[src/rtl/uart_pkg.sv]
// Shared UART definitions for the pinwheel serial blocks.
// - uart_rx_state_e : receiver state encoding
// - cycles_per_bit  : core clocks per serial bit, also used by the transmitter
package uart_pkg;

  typedef enum logic [2:0] {
    IDLE,
    START,
    DATA,
    STOP,
    WAIT_IDLE
  } uart_rx_state_e;

  function automatic int unsigned cycles_per_bit(input int unsigned clock_rate,
                                                 input int unsigned baud_rate);
    return clock_rate / baud_rate;
  endfunction

endpackage

[src/rtl/sync_2ff.sv]
// Two-flop synchroniser for a single asynchronous input.
// Ports:
//   clock  - destination clock
//   reset  - synchronous, active-high; both flops load reset_value
//   d_i    - asynchronous input
//   q_o    - synchronised output (second flop)
module sync_2ff #(
  parameter bit reset_value = 1'b0
) (
  input  logic clock,
  input  logic reset,
  input  logic d_i,
  output logic q_o
);

  logic meta_q;
  logic sync_q;

  always_ff @(posedge clock) begin
    if (reset) begin
      meta_q <= reset_value;
      sync_q <= reset_value;
    end else begin
      meta_q <= d_i;
      sync_q <= meta_q;
    end
  end

  assign q_o = sync_q;

endmodule

[src/rtl/pinwheel_uart_rx.sv]
// 8N1 serial receiver (LSB first) with a one-entry valid/ready output buffer.
// Ports:
//   clock, reset  - core clock; synchronous active-high reset
//   ser_rx        - asynchronous serial line, idle high
//   o_data        - received byte, valid while o_valid
//   o_valid       - buffer holds an unconsumed byte
//   i_ready       - consumer takes o_data when o_valid && i_ready
//   o_frame_err   - one-cycle pulse: stop bit sampled low
//   o_overrun     - one-cycle pulse: completed byte dropped, buffer full
//   o_busy        - receiver is not idle
module pinwheel_uart_rx
  import uart_pkg::*;
#(
  parameter int unsigned clock_rate = 24000000,
  parameter int unsigned baud_rate  = 1200
) (
  input  logic       clock,
  input  logic       reset,
  input  logic       ser_rx,
  output logic [7:0] o_data,
  output logic       o_valid,
  input  logic       i_ready,
  output logic       o_frame_err,
  output logic       o_overrun,
  output logic       o_busy
);

  localparam int unsigned cycles_per_bit = uart_pkg::cycles_per_bit(clock_rate, baud_rate);
  localparam int unsigned half_bit       = cycles_per_bit / 2;
  localparam int unsigned timer_w        = $clog2(cycles_per_bit);

  localparam logic [timer_w-1:0] half_load = timer_w'(half_bit - 1);
  localparam logic [timer_w-1:0] bit_load  = timer_w'(cycles_per_bit - 1);

  if (cycles_per_bit < 4) begin : gen_cfg_check
    $error("pinwheel_uart_rx: cycles_per_bit must be at least 4");
  end

  logic rx_s;

  sync_2ff #(
    .reset_value(1'b1)
  ) u_sync_rx (
    .clock(clock),
    .reset(reset),
    .d_i  (ser_rx),
    .q_o  (rx_s)
  );

  uart_rx_state_e     state_q, state_d;
  logic [timer_w-1:0] timer_q, timer_d;
  logic [7:0]         shift_q, shift_d;
  logic [2:0]         bit_idx_q, bit_idx_d;
  logic [7:0]         data_q, data_d;
  logic               valid_q, valid_d;
  logic               frame_err_q, frame_err_d;
  logic               overrun_q, overrun_d;

  logic tick;
  logic deliver;
  logic stop_bad;

  assign tick = (state_q != IDLE) && (timer_q == '0);

  // Receive state machine and bit timer.
  always_comb begin
    state_d   = state_q;
    timer_d   = (timer_q != '0) ? timer_q - timer_w'(1) : timer_q;
    shift_d   = shift_q;
    bit_idx_d = bit_idx_q;
    deliver   = 1'b0;
    stop_bad  = 1'b0;

    case (state_q)
      IDLE: begin
        if (!rx_s) begin
          // First sample lands mid start bit.
          timer_d = half_load;
          state_d = START;
        end
      end
      START: begin
        if (tick) begin
          if (rx_s) begin
            state_d = IDLE;
          end else begin
            timer_d   = bit_load;
            bit_idx_d = 3'd0;
            state_d   = DATA;
          end
        end
      end
      DATA: begin
        if (tick) begin
          shift_d   = {rx_s, shift_q[7:1]};
          timer_d   = bit_load;
          bit_idx_d = bit_idx_q + 3'd1;
          if (bit_idx_q == 3'd7) begin
            state_d = STOP;
          end
        end
      end
      STOP: begin
        if (tick) begin
          if (rx_s) begin
            deliver = 1'b1;
            state_d = IDLE;
          end else begin
            stop_bad = 1'b1;
            state_d  = WAIT_IDLE;
          end
        end
      end
      WAIT_IDLE: begin
        // Wait out a break so it reports only one error.
        if (rx_s) begin
          state_d = IDLE;
        end
      end
      default: state_d = IDLE;
    endcase
  end

  // Output buffer: a delivery wins over a same-cycle consume.
  always_comb begin
    data_d      = data_q;
    valid_d     = valid_q;
    overrun_d   = 1'b0;
    frame_err_d = stop_bad;

    if (deliver) begin
      if (!valid_q || i_ready) begin
        data_d  = shift_q;
        valid_d = 1'b1;
      end else begin
        overrun_d = 1'b1;
      end
    end else if (valid_q && i_ready) begin
      valid_d = 1'b0;
    end
  end

  always_ff @(posedge clock) begin
    if (reset) begin
      state_q     <= IDLE;
      timer_q     <= '0;
      shift_q     <= '0;
      bit_idx_q   <= '0;
      data_q      <= '0;
      valid_q     <= 1'b0;
      frame_err_q <= 1'b0;
      overrun_q   <= 1'b0;
    end else begin
      state_q     <= state_d;
      timer_q     <= timer_d;
      shift_q     <= shift_d;
      bit_idx_q   <= bit_idx_d;
      data_q      <= data_d;
      valid_q     <= valid_d;
      frame_err_q <= frame_err_d;
      overrun_q   <= overrun_d;
    end
  end

  assign o_data      = data_q;
  assign o_valid     = valid_q;
  assign o_frame_err = frame_err_q;
  assign o_overrun   = overrun_q;
  assign o_busy      = (state_q != IDLE);

endmodule

[config.mk]
export PLATFORM = sky130hd
export DESIGN_NAME = pinwheel_uart_rx
export DESIGN_NICKNAME = d
export VERILOG_FILES = /design/src/rtl/uart_pkg.sv /design/src/rtl/sync_2ff.sv /design/src/rtl/pinwheel_uart_rx.sv
export SDC_FILE = /design/constraint.sdc
export NUM_CORES = 1
export LEC_CHECK = 0
export CORE_AREA = 2 2 69 71
export CTS_CLUSTER_DIAMETER = 100
export DETAILED_ROUTE_END_ITERATION = 8
export DIE_AREA = 0 0 71 73
export GPL_TIMING_DRIVEN = 0
export SLEW_MARGIN = 15
export SYNTH_ARGS = -nofsm -noshare
export SYNTH_HDL_FRONTEND = slang
export SYNTH_HIERARCHICAL = 1
export SYNTH_SLANG_ARGS = --single-unit
[constraint.sdc]
create_clock -name clock -period 3.07 [get_ports clock]
set_input_delay 0.614 -clock clock [delete_from_list [all_inputs] [get_ports clock]]
set_output_delay 0.614 -clock clock [all_outputs]
set_load 0.03 [all_outputs]
### Yosys cells after proc, flatten, opt, wreduce, memory -nomap -nowiden

Cells that the tools add are included.

| word-level totals | value |
|---|---|
| register bits after elaboration | 42 |
| latch bits | 0 |
| bits in writable memories | 0 |
| ROM bits | 0 |
| input bits | 4 |
| output and inout bits | 12 |
| word-level logic and storage cells | 72 |
| memories | 0 |

| operators by class | value |
|---|---|
| add/sub/neg operators | 2 |
| multipliers | 0 |
| div/mod/pow operators | 0 |
| $lt $le $gt $ge | 0 |
| equal/unequal tests | 13 |
| shifts and indexed selects | 0 |
| mux-type cells | 27 |
| bitwise operators | 3 |
| reductions and logical operators | 17 |

Operator list:

| kind | number |
|---|---|
| $mux 15 | 5 |
| $pmux 15 s3 | 1 |
| $mux 3 | 10 |
| $logic_not 15->1 | 1 |
| $pmux 3 s5 | 1 |
| $reduce_bool 15->1 | 1 |
| $sub 15x1->15 const B | 1 |
| $ne 2x2->1 const B | 6 |
| $mux 1 | 8 |
| $eq 3x2->1 const B | 2 |
| $eq 3x3->1 const B | 2 |
| $pmux 3 s2 | 1 |
| $reduce_and 2->1 | 3 |
| $reduce_and 6->1 | 1 |
| $ne 2x1->1 const B | 2 |
| $reduce_and 4->1 | 1 |
| $reduce_bool 2->1 | 2 |
| $add 3x1->3 const B | 1 |
| $eq 3x1->1 const B | 1 |
| $logic_not 3->1 | 1 |
| $not 1->1 | 3 |
| $reduce_bool 3->1 | 1 |
| $reduce_or 3->1 | 1 |
| $logic_and 1x1->1 | 2 |
| other kinds (4) | 4 |

### Longest topological paths before layout

| logic depth | value |
|---|---|
| word-level depth | 6 |
| depth in mapped cells | 8 |
| depth with buffers taken out | 7 |

### Hierarchy

The synthesis kept the hierarchy.

Modules (own cells, without submodules):

| module | times used | cells an instance | area each (um2) | seq. area each (um2) |
|---|---|---|---|---|
| pinwheel_uart_rx | 1 | 219 | 1,899.3 | 800.8 |
| sync_2ff | 1 | 4 | 52.6 | 40.0 |

### Least setup slack after synthesis

OpenSTA, ideal clock, no wires.

| path | value |
|---|---|
| kind | register -> register |
| start point | register timer_q[0] |
| end point | register shift_q[0] |
| library setup time | 0.133 ns |
| data arrival time | 2.195 ns |
| data required time | 2.937 ns |
| slack | 0.742 ns |
| stages on the path, launching flop included | 9 |
| buffers on the path | 1 |
| period minus slack after synthesis | 2.328 ns |
| path through | dfxtp_1 -> inv_1 -> ha_1 -> or4b_1 -> or4_4 -> or2_1 -> buf_6 -> nand2_1 -> a21oi_1 |

| between the ends | value |
|---|---|
| longest elaborated chain between the ends | 3 |

RTL lines:

| item | RTL line | text |
|---|---|---|
| from (decl) | pinwheel_uart_rx.sv:51 | `logic [timer_w-1:0] timer_q, timer_d;` |
| from (signal assigned) | pinwheel_uart_rx.sv:155 | `timer_q <= timer_d;` |
| $logic_not 15->1 | pinwheel_uart_rx.sv:63 | `assign tick = (state_q != IDLE) && (timer_q == '0);` |
| $logic_and 1x1->1 | pinwheel_uart_rx.sv:63 |  |
| $reduce_and 2->1 (no line) | - |  |
| to (signal assigned) | pinwheel_uart_rx.sv:156 | `shift_q <= shift_d;` |
| to (decl) | pinwheel_uart_rx.sv:52 | `logic [7:0] shift_q, shift_d;` |

No other way between the ends.
A chain may end at the register's enable or synchronous reset.

### Final worst setup path

| path | value |
|---|---|
| start point | register timer_q[0] |
| end point | register timer_q[6] |

| between the ends | value |
|---|---|
| longest elaborated chain between the ends | 5 |
| elaborated cells on any way between the ends | 10 |
| classes of those cells | add/sub: 1; mux: 6; reduce/logical: 3 |

RTL lines:

| item | RTL line | text |
|---|---|---|
| $sub 15x1->15 or $reduce_bool 15->1 (tied branches) | pinwheel_uart_rx.sv:68 | `timer_d = (timer_q != '0) ? timer_q - timer_w'(1) : timer_q;` |
| $mux 15 | pinwheel_uart_rx.sv:68 |  |
| $mux 15 | pinwheel_uart_rx.sv:84 | `if (rx_s) begin` |
| $mux 15 | pinwheel_uart_rx.sv:83 | `if (tick) begin` |
| $pmux 15 s3 * | pinwheel_uart_rx.sv:74 | `case (state_q)` |

Every way passes the cells marked *; elsewhere a longest branch is shown, timed or not.

==> impl_results.md <==
- PD cells: 849 mW/mm^2
- Resized Gates After CTS: 0
- Initial antenna violation count: 0
- Yosys cell types: 50
- Pin count of the biggest net entering global routing: 14
- Drt total wl: 4.08 mm
- H-tree depth: 2
- Slew Limit Headroom: 45.2%
- Die footprint: 0.00518 sq mm
- EDFF count, synth: 0
- Slowest-stage cell, CP: or4_4
- Synth cell count leaders: dfxtp_1, nand2_1, nor2_1
- Startpoint class of the critical path: flip-flop
- Core footprint: 0.00454 sq mm
- Clk slew on worst S/H paths: 0.08 ns
- Vias in the first global route: 1480
- Yosys reg bits: 42
- Syn_nets: 231
- Max frequency: 0.396 GHz
- Dominant cells by area after synthesis: dfxtp_1, nand2_1, a21oi_1, mux2i_1, nor2_1
- I/O pins: 16
- Drt initial violations: 73
- CTS max path bufs: 2
- Num rows: 25
- Tcrit/Tclk final: 82.2%
- Worst-Skew Late Latency: 0.29 ns
- Actual slew at the worst max-slew pin: 0.814 ns
- Nets@finish: 253
- Final Slew Violations: 0
- RSZ-0062 raised after global routing: no
- CTS Buf Count: 5
- # DRC: 0
- Area share of the largest cell type after synthesis: 43.1%
- Wire per inst: 13.6 um
- Critical path data arrival time: 2.71 ns
- Setup-failing EPs final: 0
- Gate count of the mapped netlist: 223
- Via count: 1598
- HPWL after detailed placement: 3.06 mm
- Max_cap viols: 0
- CTS tree: yes
- Final number of hold-violating endpoints: 0
- Buffers inserted by post-CTS timing repair: 0
- Sequential-to-total area share from yosys stat: 43.1%
- Yosys top cell by area: dfxtp_1
- CP Max Fanout: 5
- Primary FF master, synth: dfxtp_1
- Die width: 71 um
- Gpl congestion: 0.778
- Total gr overflow: 0
- Count leader, synth: dfxtp_1
- P_leak: 0.893 nW
- Final worst path period need: 2.52 ns
- Vias per cell: 5.33
- Clock Sinks: 42
- Drt pass-1 iters: 4
- Status: finished clean
- Post-route setup TNS: 0 ns
- IO Port Bufs: 15
- Post-DRT Antenna Nets: 0
- Avg Synthesized Cell Area: 8.75 sq um
- First-pass GRT wire length: 7.01 mm
- Hold_buf cts: 0
- Ant diodes: 0
- Worst-path cell chain: inv_1 > ha_1 > or4b_1 > or4_4 > or3_4 > nand3_2 > nor2_1
- Nature of the critical path endpoint: flip-flop
- Final core occ: 50.2%
- Worst hold path class: flip-flop to flip-flop
- Layout area overhead: 16.7%
- Synth async-reset ratio: 0%
- Synth warnings: 6
- Share of cells above drive strength 1: 10.6%
- Die span in y: 73 um
- CP Data Required Time: 3.26 ns
- Fin area: 0.00228 sq mm
- Worst path max stage delay: 0.64 ns
- CTS root buf: clkbuf_8
- Netlist Area Pre-Place: 0.00195 sq mm
- Setup Skew: 0.00800 ns
- All-layer global routing usage: 17.0%
- Dpl cell area: 0.00217 sq mm
- CP Class: flip-flop to flip-flop
- Starting Density: 43.0%
- VDD IR-drop max: 341 uV
## flip-flops by register name, summed over array words and instances, names as in the netlist
| signal | flops |
|---|---|
| timer_q | 15 |
| o_data | 8 |
| shift_q | 8 |
| bit_idx_q | 3 |
| state_q | 3 |
| o_frame_err | 1 |
| o_overrun | 1 |
| o_valid | 1 |
| u_sync_rx/meta_q | 1 |
| u_sync_rx/q_o | 1 |
## final timing paths
kind	start	end	slack, ns	depth (start not counted)
max reg2reg	timer_q[0]	timer_q[6]	0.55	7
max	timer_q[0]	timer_q[6]	0.55	7
min reg2reg	u_sync_rx/meta_q	u_sync_rx/q_o	0.41	1
min	u_sync_rx/meta_q	u_sync_rx/q_o	0.41	1
## cell families after synthesis
| logic type | count (synthesis) | share of synthesized area, % |
|---|---|---|
| AOI/OAI and AO/OA | 42 | 13.4 |
| adders and majority gates | 4 | 2.56 |
| muxes | 10 | 5.19 |
| buffers and inverters | 14 | 3.21 |
| and+or+nand+nor | 102 | 28.5 |
| xor gates and xnor gates | 9 | 4.04 |
| DFF | 42 | 43.1 |
## cell type report
class / count / area [sq um]
clock inverter: 3 / 40.0
clock buffer: 5 / 68.8
tap: 54 / 67.6
fill: 450 / 2260
sequential: 42 / 841
multi-input combinational: 167 / 1050
inverter: 4 / 15.0
timing repair buffer: 15 / 150
buffer: 10 / 47.5
## metrics by stage
| stage | instances | hold WS [ns] | total power [mW] | setup slack, ns |
|---|---|---|---|---|
| 3_3_place_gp | 292 | 0.385 | 1.52 | 0.548 |
| 3_5_place_dp | 292 | 0.394 | 1.52 | 0.546 |
| 6_report | 300 | 0.407 | 1.93 | 0.546 |
| 5_1_grt | 300 | 0.439 | 2.09 | 0.355 |
| 4_1_cts | 300 | 0.413 | 1.96 | 0.542 |
| 2_1_floorplan | 223 | 0.383 | 1.36 | 0.742 |
## routing by layer
metal	vias to the layer above	part of all wire, %	GRT usage (%)
met5	-	0	0
met4	0	1.4	5.03
met3	7	3.2	4.14
met2	25	45	27.9
met1	731	50	22.3
li1	835	-	-
## report_power, final
part           switching (mW)  internal, mW  total, mW
Combinational           0.451         0.324      0.775
Clock                   0.180         0.239      0.419
Sequential              0.103         0.637      0.740
## cells in the final DEF (no fill, tap or decap), types with 3 or more instances in the layout
cell / count
a211oi_1: 3
a21oi_1: 19
clkbuf_1: 7
clkbuf_8: 5
clkdlybuf4s50_1: 15
dfxtp_1: 42
ha_1: 4
inv_1: 4
mux2i_1: 9
nand2_1: 29
nand2b_1: 3
nand3_1: 5
nor2_1: 22
nor3_1: 8
nor4_1: 5
o21ai_0: 6
o31ai_1: 4
or2_1: 3
or3_1: 4
or4_1: 3
xnor2_1: 8
## worst max-delay path, delay by kind of cell (launching register included)
family                     cells  cell delay [ns]
buffers and inverters          1             0.15
DFF                            1             0.35
and+or+nand+nor                5             1.77
adders and majority gates      1             0.16
Power figures use the tool's default switching activity.
